`config.mk`:
```
export PLATFORM = sky130hd
export DESIGN_NAME = phy_tx_flit_queue
export DESIGN_NICKNAME = d
export VERILOG_FILES = /design/src/rtl/phy_tx_flit_queue.sv
export SDC_FILE = /design/constraint.sdc
export NUM_CORES = 1
export LEC_CHECK = 0
export CORE_MARGIN = 2
export CORE_UTILIZATION = 53
export CTS_BUF_LIST = sky130_fd_sc_hd__clkbuf_4 sky130_fd_sc_hd__clkbuf_8 sky130_fd_sc_hd__clkbuf_16
export DETAILED_ROUTE_END_ITERATION = 12
export PLACE_DENSITY = 0.79
export SYNTH_ARGS = -nofsm -noshare
export SYNTH_HDL_FRONTEND = slang
export SYNTH_SLANG_ARGS = --single-unit
```
`constraint.sdc`:
```
create_clock -name clk -period 2.55 [get_ports clk]
set_input_delay 0.51 -clock clk [delete_from_list [all_inputs] [get_ports clk]]
set_output_delay 0.51 -clock clk [all_outputs]
set_load 0.05 [all_outputs]
```
`src/rtl/phy_tx_flit_queue.sv`:
```
// Transmit flit queue between router and phy: DEPTH-entry FIFO with flush and send gating.
// Optional PHY_TXQ_STATS_EN adds a 16-bit count of flits taken by the phy on sent_count.
module phy_tx_flit_queue #(
    parameter int DATA_W = 32,
    parameter int DEPTH  = 4
) (
    input  logic                     clk,
    input  logic                     rst,
    input  logic [DATA_W-1:0]        flit_in,
    input  logic                     flit_valid,
    output logic                     flit_ready,
    input  logic                     enable_send,
    input  logic                     flush,
    output logic [DATA_W-1:0]        input_data_from_router,
    output logic                     phy_data_valid,
    input  logic                     phy_take,
    output logic [$clog2(DEPTH):0]   occupancy,
    output logic [15:0]              sent_count
);

    localparam int AW = $clog2(DEPTH);
    localparam int CW = $clog2(DEPTH) + 1;
    localparam logic [CW-1:0] FULL = CW'(DEPTH);
    localparam logic [CW-1:0] ONE  = CW'(1);

    typedef enum logic {
        ST_EMPTY,
        ST_HOLD
    } state_t;

    state_t              r_state;
    logic [AW-1:0]       r_wrPtr;
    logic [AW-1:0]       r_rdPtr;
    logic [CW-1:0]       r_count;
    logic [DATA_W-1:0]   r_mem [DEPTH];

    logic                w_push;
    logic                w_pop;

    // Readiness is judged on the current count only, so a full queue refuses even when a pop lands.
    assign flit_ready             = !rst && (r_count != FULL) && !flush;
    assign phy_data_valid         = (r_state == ST_HOLD) && enable_send;
    assign w_push                 = flit_valid && flit_ready;
    assign w_pop                  = phy_take && phy_data_valid;
    assign input_data_from_router = (r_state == ST_HOLD) ? r_mem[r_rdPtr] : '0;
    assign occupancy              = r_count;

    always_ff @(posedge clk or posedge rst) begin
        if (rst) begin
            r_state <= ST_EMPTY;
            r_wrPtr <= '0;
            r_rdPtr <= '0;
            r_count <= '0;
        end else if (flush) begin
            r_state <= ST_EMPTY;
            r_wrPtr <= '0;
            r_rdPtr <= '0;
            r_count <= '0;
        end else begin
            if (w_push)
                r_wrPtr <= r_wrPtr + 1'b1;
            if (w_pop)
                r_rdPtr <= r_rdPtr + 1'b1;
            case ({w_push, w_pop})
                2'b10:   r_count <= r_count + 1'b1;
                2'b01:   r_count <= r_count - 1'b1;
                default: r_count <= r_count;
            endcase
            case (r_state)
                ST_EMPTY: if (w_push) r_state <= ST_HOLD;
                ST_HOLD:  if (w_pop && !w_push && r_count == ONE) r_state <= ST_EMPTY;
                default:  r_state <= ST_EMPTY;
            endcase
        end
    end

    // Storage carries no reset; entries are only read while the FSM says they hold data.
    always_ff @(posedge clk) begin
        if (w_push)
            r_mem[r_wrPtr] <= flit_in;
    end

`ifdef PHY_TXQ_STATS_EN
    logic [15:0] r_sentCount;

    // Flush does not clear the statistic, but a flush cycle is not a pop either.
    always_ff @(posedge clk or posedge rst) begin
        if (rst)
            r_sentCount <= '0;
        else if (w_pop && !flush)
            r_sentCount <= r_sentCount + 16'd1;
    end

    assign sent_count = r_sentCount;
`else
    assign sent_count = '0;
`endif

endmodule

```
==> results of run 1 <==
Yosys cell counts, types with 3 or more instances:
| cell | n |
|---|---|
| and2_1 | 33 |
| and3_1 | 5 |
| buf_12 | 3 |
| buf_2 | 4 |
| buf_4 | 16 |
| clkbuf_1 | 4 |
| dfrtp_1 | 8 |
| edfxtp_1 | 128 |
| ha_1 | 8 |
| inv_1 | 7 |
| mux4_1 | 4 |
| mux4_2 | 28 |
| nand2_1 | 4 |
| nor2_1 | 4 |
| o21ai_0 | 3 |
| xnor2_1 | 3 |
power breakdown:
group	leakage (µW)	internal [µW]	switching [µW]
Sequential	0.00126	2480	20.8
Combinational	0.00105	189	266
Clock	0.000311	1780	875
Total	0.00263	4460	1160
critical path, cell delays in order (launching register included):
cell	delay, ns
dfrtp_2	0.39
buf_12	0.13
buf_12	0.11
buf_16	0.12
mux4_2	0.50
and2_4	0.17
buf_6	0.14
final cells by class:
type                    instances  area (µm²)  area share (%)
inverters                       8        31.3           0.420
multi-input cells             124        1400            18.9
clock inverters                14         229            3.08
repair buffers                 97        1140            15.3
well taps                     136         170            2.29
flip-flops and latches        136        4050            54.4
clock buffers                  18         422            5.66
worst max-delay path by stage:
| stage | from | to | slack [ns] | cells after the start |
|---|---|---|---|---|
| 6_report | r_rdPtr[0]$_DFFE_PP0P_ | input_data_from_router[7] | -0.06 | 6 |
| 5_1_grt | r_rdPtr[0]$_DFFE_PP0P_ | input_data_from_router[7] | -0.12 | 6 |
| 4_1_cts | r_rdPtr[0]$_DFFE_PP0P_ | input_data_from_router[20] | -0.06 | 6 |
| 3_5_place_dp | rst | r_mem[3][7]$_DFFE_PP_ | 0.31 | 5 |
| 3_3_place_gp | rst | r_mem[3][11]$_DFFE_PP_ | 0.33 | 5 |
| 2_1_floorplan | occupancy[0]$_DFFE_PP0P_ | r_mem[0][0]$_DFFE_PP_ | 0.04 | 5 |
metrics by stage:
| stage | setup WS [ns] | std cells |
|---|---|---|
| floorplan | 0.0368 | 297 |
| global placement | 0.331 | 493 |
| detailed placement | 0.308 | 493 |
| CTS | -0.0648 | 535 |
| global route | -0.120 | 533 |
| finish | -0.0628 | 533 |
routing by layer:
metal  share of wire (%)  vias up  global-route usage, %
met5                   0        -                      0
met4                 1.4        0                   8.07
met3                 6.0       13                   5.90
met2                  51      117                   33.1
met1                  42     1494                   26.5
li1                    -     1275                      -
state kept, by name, indices dropped and copies added (netlist names):
register / flops
occupancy: 3
r_mem: 128
r_rdPtr: 2
r_state: 1
r_wrPtr: 2
repair_timing:
item | 4_1_cts | 5_1_grt
buffers inserted | 6 | 0
gates cloned | 4 | 0
setup endpoints to repair | 18 | 32
pin swaps | 2 | 0
resized for setup | 62 | 15
kinds of logic (layout without fill, tap and decap cells):
group                    count (synthesis)  in the layout  synth area share (%)
other                                    1             16                0.0670
AO/OA/AOI/OAI                           10             10                  1.41
adder cells (fa/ha/maj)                  8              8                  1.79
XOR/XNOR                                 4              4                 0.626
flip-flops                             136            136                  72.3
AND/OR/NAND/NOR                         53             53                  5.61
buffers and inverters                   37            137                  4.81
multiplexers                            33             33                  13.4
==> flow_summary.yaml, run 1 <==
run_status:
  status: "finished, violations left"
  violations: "setup timing"
finish:
  syn2layout_area_growth_pct: 33.0
  fin_util_pct: 72.4
  fillers: 601
  diodes: 0
  mostFrequentLayoutCells: "edfxtp_1 (128), clkdlybuf4s50_1 (40), mux4_2 (32)"
  layout_commonest_cell: "edfxtp_1"
  drive_above_1_share_pct: 40.3
  stdcell_area_um2: 7440
  layout.nets: 430
detailed_routing:
  routed_wl_um: 10600
  ant_nets: 0
  vias: 2899
  firstDrtPassIters: 4
  drc: 0
  viasPerCell: 5.44
  drtIter0Drc: 135
  wl_per_cell_um: 19.9
synthesis:
  synthCells: 282
  ys_seq_elements: 136
  synthFlopType: "edfxtp_1"
  synth.largest_area_cell: "edfxtp_1"
  synth_cell_types: 34
  async_flop_share_pct: 5.88
  synth_edf_count: 128
  synth_area_leaders: "edfxtp_1 (69%), mux4_2 (11%), and2_1 (3.7%), dfrtp_1 (3.6%), buf_4 (2.1%)"
  syn_area_um2: 5600
  avgSynthCellArea_um2: 19.8
  synth_top_area_share_pct: 68.7
  seq_area_frac_synth_pct: 72.3
  ys_warn_count: 0
clock_tree:
  cts.path.max_buffers: 2
  insertion_delay_ns: 0.52
  cts_tree: "done"
  root_buffer: "clkbuf_8"
  clk_pin_slew_worst_paths_ns: 0.06
  cts_buffers: 17
  h-tree-depth: 4
  numClockSinks: 136
  cts_hold_buffers: 0
sta:
  hold_viol_final: 0
  setup_viol: 9
  min_period_over_period_pct: 102
  setup_ws_ns: -0.0628
  hold_slack_ns: 0.305
  slew_viol_final: 0
  max_freq_ghz: 0.383
  fin_crit_ns: 2.61
  tns_ns: -0.386
  fin_skew_ns: 0.00619
  rsz0062_at_grt: "yes"
worst_setup_path:
  crit_path_max_fanout: 5
  crit_type: "register to primary output"
  end_kind: "primary output"
  critPathLaunchType: "register"
  arrival_ns: 2.10
  required_ns: 2.04
  ff2ff_setup_slack_ns: 0.46
  timing.rr.end: "r_mem[3][7]$_DFFE_PP_"
  reg2reg_depth: 6
  reg2reg_from: "occupancy[0]$_DFFE_PP0P_"
power_and_ir_drop:
  p_total_uw: 5620
  irDropWorstVdd_v: 0.000597
  p_leak_uw: 0.00263
  p_per_area_nw_per_um2: 755
global_route:
  overflow: 0
  track_usage_pct: 20.5
  antenna_found_initial: 0
  grt_max_degree: 27
  grt_pass1_wl_um: 16700
  grt_pass1_vias: 3035
run:
  cap_violations: 0
placed_design:
  dpl.hpwl_um: 6330
  place_area_um2: 6450
  port_buffers: 74
  gp_congestion: 0.747
die:
  rows: 37
  die_w_um: 107
  coreArea_um2: 10300
  pin_count: 91
  initial_core_util_pct: 54.4
  die_h_um: 107
  dieArea_um2: 11400
min_path:
  min_path_type: "input pin to asynchronous set/reset pin"
No activity file was read; power rests on OpenSTA's default activity.
==> run 2, diff against run 1 <==
CAP_MARGIN = 25   (was default)
CTS_CLUSTER_SIZE = 14   (was default)
TNS_END_PERCENT = 30   (was default)
==> flow_summary.yaml, run 2 (synthesized netlist as in run 1, its figures left out) <==
worst_setup_path:
  end_kind: "primary output"
  reg2reg_depth: 6
  required_ns: 2.04
  ff2ff_setup_slack_ns: 0.47
  crit_type: "register to primary output"
  cp-startpoint: "r_rdPtr[0]$_DFFE_PP0P_"
  critPathLaunchType: "register"
  arrival_ns: 2.07
  reg2reg_from: "occupancy[0]$_DFFE_PP0P_"
  crit_path_max_fanout: 8
die:
  die_h_um: 107
  coreArea_um2: 10300
  initial_core_util_pct: 54.4
  dieArea_um2: 11400
  pin_count: 91
  rows: 37
  die_w_um: 107
detailed_routing:
  wl_per_cell_um: 19.9
  drc: 0
  drtIter0Drc: 128
  ant_nets: 0
  firstDrtPassIters: 4
  vias: 2813
  routed_wl_um: 10500
  viasPerCell: 5.36
sta:
  setup_ws_ns: -0.0282
  worstMarginPinSlew_ns: 0.497
  rsz0062_at_grt: "yes"
  setup_viol: 3
  min_period_over_period_pct: 101
  relSlewSlack_pct: 66.7
  fin_skew_ns: 0.00765
  max_freq_ghz: 0.388
  hold_viol_final: 0
  fin_crit_ns: 2.58
  slew_viol_final: 0
clock_tree:
  root_buffer: "clkbuf_8"
  cts.path.max_buffers: 2
  h-tree-depth: 4
  numClockSinks: 136
  cts_hold_buffers: 0
  cts_buffers: 17
  insertion_delay_ns: 0.50
  cts_tree: "done"
  clk_pin_slew_worst_paths_ns: 0.06
power_and_ir_drop:
  swShare_pct: 20.4
  power_frac_seq_pct: 43.9
  p_comb_share_pct: 7.5
  p_per_area_nw_per_um2: 778
  internal_power_uw: 4540
  irDropWorstVdd_v: 0.000511
  p_total_uw: 5710
  p_leak_uw: 0.00256
  clockPowerShare_pct: 48.6
  p_sw_uw: 1170
run:
  cap_violations: 0
placed_design:
  port_buffers: 74
  gp_congestion: 0.741
  dpl.hpwl_um: 5990
finish:
  fillers: 623
  layout.nets: 423
  fin_util_pct: 71.4
  largest_reg_flops: 128
  diodes: 0
  mostFrequentLayoutCells: "edfxtp_1 (128), clkdlybuf4s50_1 (40), mux4_2 (30), and2_1 (30), buf_6 (27)"
  multi_input_area_um2: 1340
  seq_area_um2: 4050
  syn2layout_area_growth_pct: 31.2
  layout_commonest_cell: "edfxtp_1"
  regMostFlops: "r_mem"
  drive_above_1_share_pct: 32.6
min_path:
  min_path_type: "input pin to asynchronous set/reset pin"
run_status:
  status: "finished, violations left"
  violations: "setup timing"
global_route:
  grt_max_degree: 25
  grt_pass1_wl_um: 16400
  antenna_found_initial: 0
  grt_pass1_vias: 2935
  overflow: 0
  track_usage_pct: 19.5
[run 2: cell type report]
| class | instances | share of cell area, % |
|---|---|---|
| Inverter | 8 | 0.426 |
| Sequential cell | 136 | 55.1 |
| Clock buffer | 17 | 5.64 |
| Timing Repair Buffer | 90 | 14.5 |
| Multi-Input combinational cell | 124 | 18.3 |
| Clock inverter | 14 | 3.68 |
| Tap cell | 136 | 2.32 |
[run 2: final timing paths]
| kind | endpoint |
|---|---|
| min in group clk | r_wrPtr[0]$_DFFE_PP0P_ |
| max reg2reg | r_mem[0][10]$_DFFE_PP_ |
| min | occupancy[1]$_DFFE_PP0P_ |
| min reg2reg | r_wrPtr[0]$_DFFE_PP0P_ |
| max | input_data_from_router[26] |
| max in group asynchronous | r_rdPtr[1]$_DFFE_PP0P_ |
[run 2: metrics by stage]
step           hold WS, ns  area (µm²)  worst slack [ns]  cells  TNS, ns
3_5_place_dp         0.550        6480             0.298    491        0
3_3_place_gp         0.521        6480             0.318    491        0
2_1_floorplan        0.326        5650            -0.293    297   -18.72
4_1_cts              0.300        7190           -0.0630    522   -0.158
5_1_grt              0.332        7340           -0.0927    525    -1.41
6_report             0.319        7340           -0.0282    525  -0.0584
[run 2: timing repair]
action                                  4_1_cts  5_1_grt
cloned                                        0        2
gates resized for setup                       7       26
buffers inserted                              0        1
endpoints found under the setup margin        9       27
[run 2: power groups by stage]
| stage | combinational [µW] | clock, µW | sequential, µW |
|---|---|---|---|
| final | 427 | 2780 | 2510 |
| after floorplan | 247 | 0 | 2560 |
| after global placement | 402 | 0 | 2550 |
| after CTS | 413 | 2830 | 2510 |
| after global routing | 455 | 2920 | 2510 |
| after detailed placement | 407 | 0 | 2550 |
[run 2: metal layers]
metal	share of wire, %	track usage, %
met1	43	27.3
met2	51	30.8
met3	5.5	5.05
met4	0.91	5.75
met5	0	0
[run 2: critical path: stages, from the launching register on]
cell and delay (ns):
dfrtp_2 0.41, buf_12 0.13, buf_12 0.14, mux4_2 0.55, and2_4 0.19, buf_6 0.14
==> run 3, diff against run 2 <==
GPL_ROUTABILITY_DRIVEN = 0   (was default)
==> results of run 3 <==
The final DEF is identical to that of run 2; final timing and power are the same.
